`src/rtl/operand_mux_pipe_if.sv`:
```
`default_nettype none
// ============================================================================
//  Module      : operand_mux_pipe_if
//  Description : Operand select/transfer bundle for operand_mux_pipe.
//  Revision    : 1.0 - initial release
// ============================================================================
interface operand_mux_pipe_if #(
    parameter int LEN_DATA = 16,
    parameter int NUM_SRC  = 4,
    parameter int LEN_SEL  = 2
);
    logic                         in_valid;
    logic                         in_ready;
    logic [LEN_SEL-1:0]           sel;
    logic [NUM_SRC*LEN_DATA-1:0]  src_data;
    logic                         clr_err;
    logic                         out_valid;
    logic                         out_ready;
    logic [LEN_DATA-1:0]          out;
    logic [LEN_SEL-1:0]           out_src;
    logic                         err_sel;

    modport master (
        output in_valid, sel, src_data, clr_err, out_ready,
        input  in_ready, out_valid, out, out_src, err_sel
    );

    modport slave (
        input  in_valid, sel, src_data, clr_err, out_ready,
        output in_ready, out_valid, out, out_src, err_sel
    );
endinterface
`default_nettype wire

```
`src/rtl/operand_mux_pipe.sv`:
```
`default_nettype none
// ============================================================================
//  Module      : operand_mux_pipe
//  Description : Operand source mux feeding a two-entry skid buffer.
//  Revision    : 1.0 - initial release
// ============================================================================
module operand_mux_pipe #(
    parameter int LEN_DATA = 16,
    parameter int NUM_SRC  = 4,
    parameter int LEN_SEL  = 2
) (
    input  wire logic            clk,
    input  wire logic            reset,
    operand_mux_pipe_if.slave    bus
);
    localparam logic [1:0] c_st_empty = 2'd0;
    localparam logic [1:0] c_st_one   = 2'd1;
    localparam logic [1:0] c_st_full  = 2'd2;

    generate
        if ((2 ** LEN_SEL) < NUM_SRC || NUM_SRC < 2 || NUM_SRC > 16) begin : g_bad_params
            $error("operand_mux_pipe: invalid NUM_SRC/LEN_SEL combination");
        end
    endgenerate

    logic [1:0]          r_state;
    logic [1:0]          w_state_nxt;
    logic                r_in_ready;
    logic                r_out_valid;
    logic [LEN_DATA-1:0] r_out;
    logic [LEN_SEL-1:0]  r_out_src;
    logic [LEN_DATA-1:0] r_skid_data;
    logic [LEN_SEL-1:0]  r_skid_src;
    logic                r_err_sel;
    logic [LEN_DATA-1:0] w_pick;
    logic                w_bad_sel;
    logic                w_push;
    logic                w_pop;
    logic                w_load_new;
    logic                w_load_skid;
    logic                w_fill_skid;

    // Out-of-range selects match no source and therefore yield zero data.
    always_comb begin
        w_pick    = '0;
        w_bad_sel = 1'b1;
        for (int k = 0; k < NUM_SRC; k++) begin
            if (bus.sel == LEN_SEL'(k)) begin
                w_pick    = bus.src_data[k*LEN_DATA +: LEN_DATA];
                w_bad_sel = 1'b0;
            end
        end
    end

    assign w_push = bus.in_valid && r_in_ready;
    assign w_pop  = r_out_valid && bus.out_ready;

    always_comb begin
        w_state_nxt = r_state;
        w_load_new  = 1'b0;
        w_load_skid = 1'b0;
        w_fill_skid = 1'b0;
        case (r_state)
            c_st_empty: begin
                if (w_push) begin
                    w_state_nxt = c_st_one;
                    w_load_new  = 1'b1;
                end
            end
            c_st_one: begin
                if (w_push && w_pop) begin
                    w_load_new  = 1'b1;
                end else if (w_push) begin
                    w_state_nxt = c_st_full;
                    w_fill_skid = 1'b1;
                end else if (w_pop) begin
                    w_state_nxt = c_st_empty;
                end
            end
            c_st_full: begin
                if (w_pop) begin
                    w_state_nxt = c_st_one;
                    w_load_skid = 1'b1;
                end
            end
            default: w_state_nxt = c_st_empty;
        endcase
    end

    // Handshake outputs are registered from the next state so out_ready never reaches in_ready combinationally.
    always_ff @(posedge clk or negedge reset) begin
        if (!reset) begin
            r_state     <= c_st_empty;
            r_in_ready  <= 1'b0;
            r_out_valid <= 1'b0;
        end else begin
            r_state     <= w_state_nxt;
            r_in_ready  <= (w_state_nxt != c_st_full);
            r_out_valid <= (w_state_nxt != c_st_empty);
        end
    end

    always_ff @(posedge clk or negedge reset) begin
        if (!reset) begin
            r_out       <= '0;
            r_out_src   <= '0;
            r_skid_data <= '0;
            r_skid_src  <= '0;
        end else begin
            if (w_load_new) begin
                r_out     <= w_pick;
                r_out_src <= bus.sel;
            end else if (w_load_skid) begin
                r_out     <= r_skid_data;
                r_out_src <= r_skid_src;
            end
            if (w_fill_skid) begin
                r_skid_data <= w_pick;
                r_skid_src  <= bus.sel;
            end
        end
    end

    always_ff @(posedge clk or negedge reset) begin
        if (!reset) begin
            r_err_sel <= 1'b0;
        end else if (w_push && w_bad_sel) begin
            r_err_sel <= 1'b1;
        end else if (bus.clr_err) begin
            r_err_sel <= 1'b0;
        end
    end

    assign bus.in_ready  = r_in_ready;
    assign bus.out_valid = r_out_valid;
    assign bus.out       = r_out;
    assign bus.out_src   = r_out_src;
    assign bus.err_sel   = r_err_sel;
endmodule
`default_nettype wire

```
`src/flat_wrapper.sv`:
```
// flat-port wrapper written by rule: the top's interface ports become plain ports
module operand_mux_pipe_flat 
#(
    parameter int LEN_DATA = 16,
    parameter int NUM_SRC  = 4,
    parameter int LEN_SEL  = 2
)
  (clk, reset, bus_in_valid, bus_sel, bus_src_data, bus_clr_err, bus_out_ready, bus_in_ready, bus_out_valid, bus_out, bus_out_src, bus_err_sel);
  operand_mux_pipe_if #(.LEN_DATA(LEN_DATA), .NUM_SRC(NUM_SRC), .LEN_SEL(LEN_SEL)) bus_i ();
  input  wire logic clk;
  input  wire logic reset;
  input wire logic [$bits(bus_i.in_valid)-1:0] bus_in_valid;
  input wire logic [$bits(bus_i.sel)-1:0] bus_sel;
  input wire logic [$bits(bus_i.src_data)-1:0] bus_src_data;
  input wire logic [$bits(bus_i.clr_err)-1:0] bus_clr_err;
  input wire logic [$bits(bus_i.out_ready)-1:0] bus_out_ready;
  output wire logic [$bits(bus_i.in_ready)-1:0] bus_in_ready;
  output wire logic [$bits(bus_i.out_valid)-1:0] bus_out_valid;
  output wire logic [$bits(bus_i.out)-1:0] bus_out;
  output wire logic [$bits(bus_i.out_src)-1:0] bus_out_src;
  output wire logic [$bits(bus_i.err_sel)-1:0] bus_err_sel;
  assign bus_i.in_valid = bus_in_valid;
  assign bus_i.sel = bus_sel;
  assign bus_i.src_data = bus_src_data;
  assign bus_i.clr_err = bus_clr_err;
  assign bus_i.out_ready = bus_out_ready;
  assign bus_in_ready = bus_i.in_ready;
  assign bus_out_valid = bus_i.out_valid;
  assign bus_out = bus_i.out;
  assign bus_out_src = bus_i.out_src;
  assign bus_err_sel = bus_i.err_sel;
  operand_mux_pipe #(.LEN_DATA(LEN_DATA), .NUM_SRC(NUM_SRC), .LEN_SEL(LEN_SEL)) u_core (.clk(clk), .reset(reset), .bus(bus_i));
endmodule
```
`config.mk`:
```
export PLATFORM = sky130hd
export DESIGN_NAME = operand_mux_pipe_flat
export DESIGN_NICKNAME = d
export VERILOG_FILES = /design/src/rtl/operand_mux_pipe_if.sv /design/src/rtl/operand_mux_pipe.sv /design/src/flat_wrapper.sv
export SDC_FILE = /design/constraint.sdc
export NUM_CORES = 1
export LEC_CHECK = 0
export BUFFER_PORTS_ARGS = -buffer_cell sky130_fd_sc_hd__buf_2
export CAP_MARGIN = 20
export CORE_MARGIN = 8
export CORE_UTILIZATION = 48
export CTS_CLUSTER_SIZE = 14
export DETAILED_ROUTE_END_ITERATION = 10
export HOLD_SLACK_MARGIN = 0.05
export PLACE_DENSITY = 0.8
export SLEW_MARGIN = 0
export SYNTH_ARGS = -nofsm -noshare
export SYNTH_HDL_FRONTEND = slang
export SYNTH_SLANG_ARGS = --single-unit
```
`constraint.sdc`:
```
create_clock -name clk -period 1.64 [get_ports clk]
set_input_delay 0.328 -clock clk [delete_from_list [all_inputs] [get_ports clk]]
set_output_delay 0.328 -clock clk [all_outputs]
set_load 0.01 [all_outputs]
```
==> impl_metrics.ini, run 1 <==
[yosys]
synthesis.area_sq_mm = 0.00227
yosys_warnings = 0
synth_compound_area_share_pct = 16.1
synth_top_cell_area_share_pct = 45.1
yosys_register_bits = 41
synth_flop_cell = dfrtp_1
yosys.area.top_type = dfrtp_1
synth_xor_area_share_pct = 0
avgSynthCellArea_sq_um = 13.0
synth.most_common_cell = dfrtp_1
synth-simple-area-share_pct = 7.43
synth_top_family_by_area = multiplexers
synth_edf_count = 0
seq_area_frac_synth_pct = 45.1
synthMuxAreaShare_pct = 26.5
synth_nets = 246
synth_fa_ha_area_share_pct = 0
netlist_top_cells_count = dfrtp_1, mux2_2, o21ai_0
synth.top_cells.by_area = dfrtp_1, mux4_2, mux2_2
synthCells = 175
synth_cell_types = 31
async_reset_ff_share_pct = 100

[sta]
final_max_slew_viol_count = 0
rsz0062_at_grt = yes
fmax_mhz = 632
min_period_over_period_pct = 96.4
setup_viol = 0
fin_crit_ps = 1580
tightest_slew_ps = 507
hold_viol = 0
relSlewSlack_pct = 66.2
fin_hold_ws_ps = 85.9
finalClockSkew_ps = 5.77

[worst_hold_path]
hold_class = in -> async

[global_route]
antenna_found_initial = 0
grt_use_total_pct = 17.0
grt_max_degree = 42
grt_pass1_wl_mm = 9.86
grt_pass1_vias = 2150
gr-total-overflow = 0

[placed_design]
place.port_buffers = 91
hpwl_mm = 4.53
gp_congestion = 0.773
dp_cells = 317

[clock_network]
cts_tree = yes
cts_sinks = 41
cts_buffers = 5
root_buffer = clkbuf_8
cts_max_path_buffers = 2
clk_pin_slew_ps = 80
worstSkewPairLatency_ps = 290
holdBufCountCts = 0
htree_num_levels = 2

[detailed_routing]
antenna_left = 0
wl_per_cell_microns = 18.4
avgViaCountPerCell = 6.03
drt_first_pass_iters = 4
finalWirelength_mm = 5.97
first_iter_violations = 103
vias = 1959
route.detailed.drc = 0

[setup_path]
end_kind = flop
critPathMaxStageDelay_ps = 450
required_ps = 1850
arrival_ps = 1790
crit_chain = and3b_1 > buf_12 > a211o_2 > a31oi_1
worst_path_max_delay_cell = a211o_2
path_class = reg -> reg
crit_fanout = 15
startpoint_type = flop

[status]
status = complete, no violations

[floorplanning]
die_width_microns = 84.8
floorplan.die.height_microns = 84.8
die_area_sq_mm = 0.00719
ios = 92
num_rows = 25
core_area_sq_mm = 0.00466
initial_utilization_pct = 48.8

[job]
cap_violations = 0

[layout]
syn2layout_area_growth_pct = 30.8
seqCellArea_sq_mm = 0.00103
fillers = 368
drive_above_1_share_pct = 54.6
fin_nets = 341
antenna_cells = 0
multiInputGateArea_sq_mm = 0.00115
layout.cells.non_filler = 325

[pwr]
p_per_area_mw_per_mm2 = 1640
power_leakage_nw = 1.35
ir_worst_vdd_v = 0.000823
[critical path, delay by kind of cell (launching register included)]
| kind | cells | cell delay (ps) |
|---|---|---|
| AOI/OAI and AO/OA | 2 | 640 |
| buffers and inverters | 1 | 170 |
| DFF | 1 | 430 |
| and+or+nand+nor | 1 | 260 |
[timing repair]
item | CTS | global route
pin swaps | 0 | 0
buffers inserted | 0 | 0
setup endpoints to repair | 2 | 7
resized for setup | 2 | 3
[power breakdown]
group          internal, W  switching (W)  total, W
registers          0.00152       0.000286   0.00181
clock network     0.000496       0.000341  0.000838
logic              0.00110        0.00113   0.00223
[placed cells by master, fill, tap and decap left out, drive strengths merged, types with 2 or more instances in the layout]
cell / instances
a2111oi: 12
a221o: 5
a31oi: 12
and2: 3
and3: 3
buf: 106
clkbuf: 7
dfrtp: 41
mux2: 18
mux2i: 2
mux4: 16
nand2: 2
nand3: 13
nor2: 2
o21ai: 16
[worst paths after layout]
check	startpoint	to	slack, ps	cells after the start
max	u_core.bus.in_ready$_DFF_PN0_	u_core.bus.out[2]$_DFFE_PN0P_	60	4
min	reset	u_core.bus.out[8]$_DFFE_PN0P_	90	2
max reg2reg	u_core.bus.in_ready$_DFF_PN0_	u_core.bus.out[2]$_DFFE_PN0P_	60	4
min reg2reg	u_core.bus.err_sel$_DFFE_PN0P_	u_core.bus.err_sel$_DFFE_PN0P_	500	1
max in group asynchronous	reset	u_core.bus.out[13]$_DFFE_PN0P_	1200	2
min in group clk	bus_clr_err	u_core.bus.err_sel$_DFFE_PN0P_	180	2
[through the flow]
stage                     TNS, ps  setup slack, ps  power [W]  cell area, sq um  utilization [%]
after floorplan                 0              130    0.00318              2270                -
after global placement       -409            -54.1    0.00394              2850             61.1
after detailed placement     -632            -82.1    0.00403              2850             61.1
after CTS                       0             33.6    0.00490              2970             63.7
after global routing         -213            -53.4    0.00522              2970             63.8
final                           0             58.9    0.00488              2970             63.8
[sequential cells by signal, indices dropped and copies added, names as in the netlist]
| register | count |
|---|---|
| u_core.bus.err_sel | 1 |
| u_core.bus.out | 16 |
| u_core.bus.out_valid | 1 |
| u_core.r_state | 2 |
| u_core.r_skid_src | 2 |
| u_core.bus.out_src | 2 |
| u_core.r_skid_data | 16 |
| u_core.bus.in_ready | 1 |
[layout make-up]
type,instances,share of cell area [%]
Timing Repair Buffer,106,20.8
Clock inverter,1,1.01
Multi-Input combinational cell,116,38.5
Clock buffer,7,2.90
Sequential cell,41,34.5
Tap cell,54,2.27
[logic make-up (layout without fill, tap and decap cells)]
| group | after synthesis | count (layout) |
|---|---|---|
| flip-flops | 41 | 41 |
| buffers and inverters | 18 | 114 |
| AO/OA/AOI/OAI | 51 | 51 |
| multiplexers | 36 | 36 |
| AND/OR/NAND/NOR | 29 | 29 |
[per-layer routing]
layer / GRT usage (%) / up-vias / routed length [microns]
met3: 4.44 / 8 / 370
li1: - / 900 / -
met2: 31.2 / 65 / 3170
met5: 0 / - / 0
met4: 4.85 / 0 / 70
met1: 18.6 / 986 / 2360
Note: power is estimated with default switching activity, not from simulation.
==> run 2, diff against run 1 <==
BUFFER_PORTS_ARGS = unset   (was -buffer_cell sky130_fd_sc_hd__buf_2)
CORE_UTILIZATION = 53   (was 48)
DONT_BUFFER_PORTS = 1   (was unset)
HOLD_SLACK_MARGIN = unset   (was 0.05)
PLACE_DENSITY = 0.76   (was 0.8)
==> run 2 against run 1 <==
Net effect:
- clock skew is 2.8 ps higher
- non-clock buffer count down 91
- first-iteration DRC count rose by 76%
- setup slack worse by 17 ps
- sequential share of layout area rose by 6.8 points
- wire length is 1.6% lower
- count of clock-buffer cells in the layout unchanged
- maximum frequency fell by 1.1%
- sequential power grew 9%
- total power decreased by 8.0%
- flip-flop and latch count did not move
- critical path depth unchanged
- largest cell class unchanged
- highest routed layer unchanged
==> impl_metrics.ini, run 2 (same netlist as run 1, synthesis figures left out) <==
[layout]
final_area_sq_mm = 0.00249
final_cell_mix = dfrtp_1, mux2_2, o21ai_0
antenna_cells = 0
final_common_cell = dfrtp_1
fin_nets = 250
drive_above_1_share_pct = 32.8
layout.cells.non_filler = 232
final_util_pct = 58.8
syn2layout_area_growth_pct = 9.52

[clock_network]
htree_num_levels = 2
worstSkewPairLatency_ps = 300
root_buffer = clkbuf_8
cts_sinks = 41
post-cts-setup-buffers = 0
cts_max_path_buffers = 2
cts_tree = yes
clk_pin_slew_ps = 80
cts_buffers = 5

[sta]
relSlewSlack_pct = 67.2
fmax_mhz = 626
hold_viol = 0
tightest_slew_ps = 480
final_max_slew_viol_count = 0
rsz0062_at_grt = yes
setup_viol = 0
fin_crit_ps = 1600
finalClockSkew_ps = 8.61
min_period_over_period_pct = 97.5
layout_setup_ws_ps = 41.8

[worst_hold_path]
holdCritStartpoint = bus_clr_err
hold_class = in -> reg
whs_path_depth = 1
min_to = u_core.bus.err_sel$_DFFE_PN0P_

[floorplanning]
die_area_sq_mm = 0.00664
floorplan.die.height_microns = 81.5
die_width_microns = 81.5
ios = 92
initial_utilization_pct = 53.7
num_rows = 24
core_area_sq_mm = 0.00423

[pwr]
ir_worst_vdd_v = 0.000699
p_per_area_mw_per_mm2 = 1800
power_frac_clock_pct = 15.8
switching_power_w = 0.00169
power_leakage_nw = 0.982
power_frac_seq_pct = 44.1
intPower_w = 0.00280
combPwrFrac_pct = 40.0
swShare_pct = 37.7

[detailed_routing]
finalWirelength_mm = 5.88
route.detailed.drc = 0
drt_first_pass_iters = 4
first_iter_violations = 181
avgViaCountPerCell = 7.02
wl_per_cell_microns = 25.3
antenna_left = 0
vias = 1628

[placed_design]
hpwl_mm = 4.64
dp_cells = 222
place_area_sq_mm = 0.00234
place.port_buffers = 0
pre_cts_ws_ps = -13.1
gp_congestion = 0.818

[setup_path]
path_class = reg -> reg
startpoint_type = flop
crit_fanout = 11
end_kind = flop
rrSetupSlack_ps = 40
r2r_cells = 4
r2r-start = u_core.bus.out_valid$_DFF_PN0_
r2r-end = u_core.bus.out[0]$_DFFE_PN0P_
required_ps = 1800
arrival_ps = 1760

[job]
cap_violations = 0

[global_route]
grt_pass1_vias = 1715
grt_max_degree = 42
grt_pass1_wl_mm = 9.13
grt_use_total_pct = 18.5
gr-total-overflow = 0
antenna_found_initial = 0

[status]
status = complete, no violations
## run 2: area by class of cell
class                      instances  area (sq um)
clock inverter                     1          5.00
multi-input combinational        116          1160
sequential                        41          1030
clock buffer                       7          96.3
tap                               52          65.1
timing repair buffer              15           140
fill                             321          1740
## run 2: what timing repair did
| item | in CTS | in global routing |
|---|---|---|
| hold buffers | 2 | 0 |
| cloned | 0 | 0 |
| hold endpoints to repair | 41 | 0 |
| resized for setup | 2 | 8 |
| endpoints found under the setup margin | 2 | 12 |
## run 2: worst max-delay path by stage
| stage | start | to | slack, ps | cells past startpoint |
|---|---|---|---|---|
| floorplan | bus_sel[0] | u_core.r_skid_data[15]$_DFFE_PN0P_ | 130 | 4 |
| global placement | u_core.r_state[1]$_DFF_PN0_ | u_core.bus.out[15]$_DFFE_PN0P_ | 130 | 4 |
| detailed placement | u_core.r_state[1]$_DFF_PN0_ | u_core.bus.out[15]$_DFFE_PN0P_ | -10 | 4 |
| CTS | u_core.r_state[1]$_DFF_PN0_ | u_core.bus.out[3]$_DFFE_PN0P_ | 0.3 | 4 |
| global route | u_core.r_state[1]$_DFF_PN0_ | u_core.bus.out[15]$_DFFE_PN0P_ | -30 | 4 |
| finish | u_core.bus.out_valid$_DFF_PN0_ | u_core.bus.out[0]$_DFFE_PN0P_ | 40 | 4 |
## run 2: routing by layer
| metal | vias up | track usage, % | routed length, microns |
|---|---|---|---|
| li1 | 720 | - | - |
| met1 | 804 | 19.6 | 1960 |
| met2 | 86 | 30.9 | 3090 |
| met3 | 18 | 8.53 | 634 |
| met4 | 0 | 8.75 | 195 |
| met5 | - | 0 | 0 |
## run 2: power groups by stage
stage | clock network [W] | logic [W] | registers [W]
global route | 0.000792 | 0.00197 | 0.00205
finish | 0.000711 | 0.00180 | 0.00198
floorplan | 0 | 0.00131 | 0.00187
detailed placement | 0 | 0.00171 | 0.00199
global placement | 0 | 0.00159 | 0.00196
CTS | 0.000725 | 0.00174 | 0.00198
## run 2: critical path, stage by stage (launching register included)
cell	delay, ps
dfrtp_1	430
and4b_1	290
buf_4	210
a2111oi_0	460
a31oi_1	80
## run 2: per-stage QoR
stage	setup TNS [ps]	hold slack (ps)	power, W
after global routing	-158	69.2	0.00480
after CTS	0	82.2	0.00445
after detailed placement	-13.1	33.4	0.00370
after floorplan	0	32.4	0.00318
after global placement	0	33.6	0.00354
final	0	90.6	0.00449
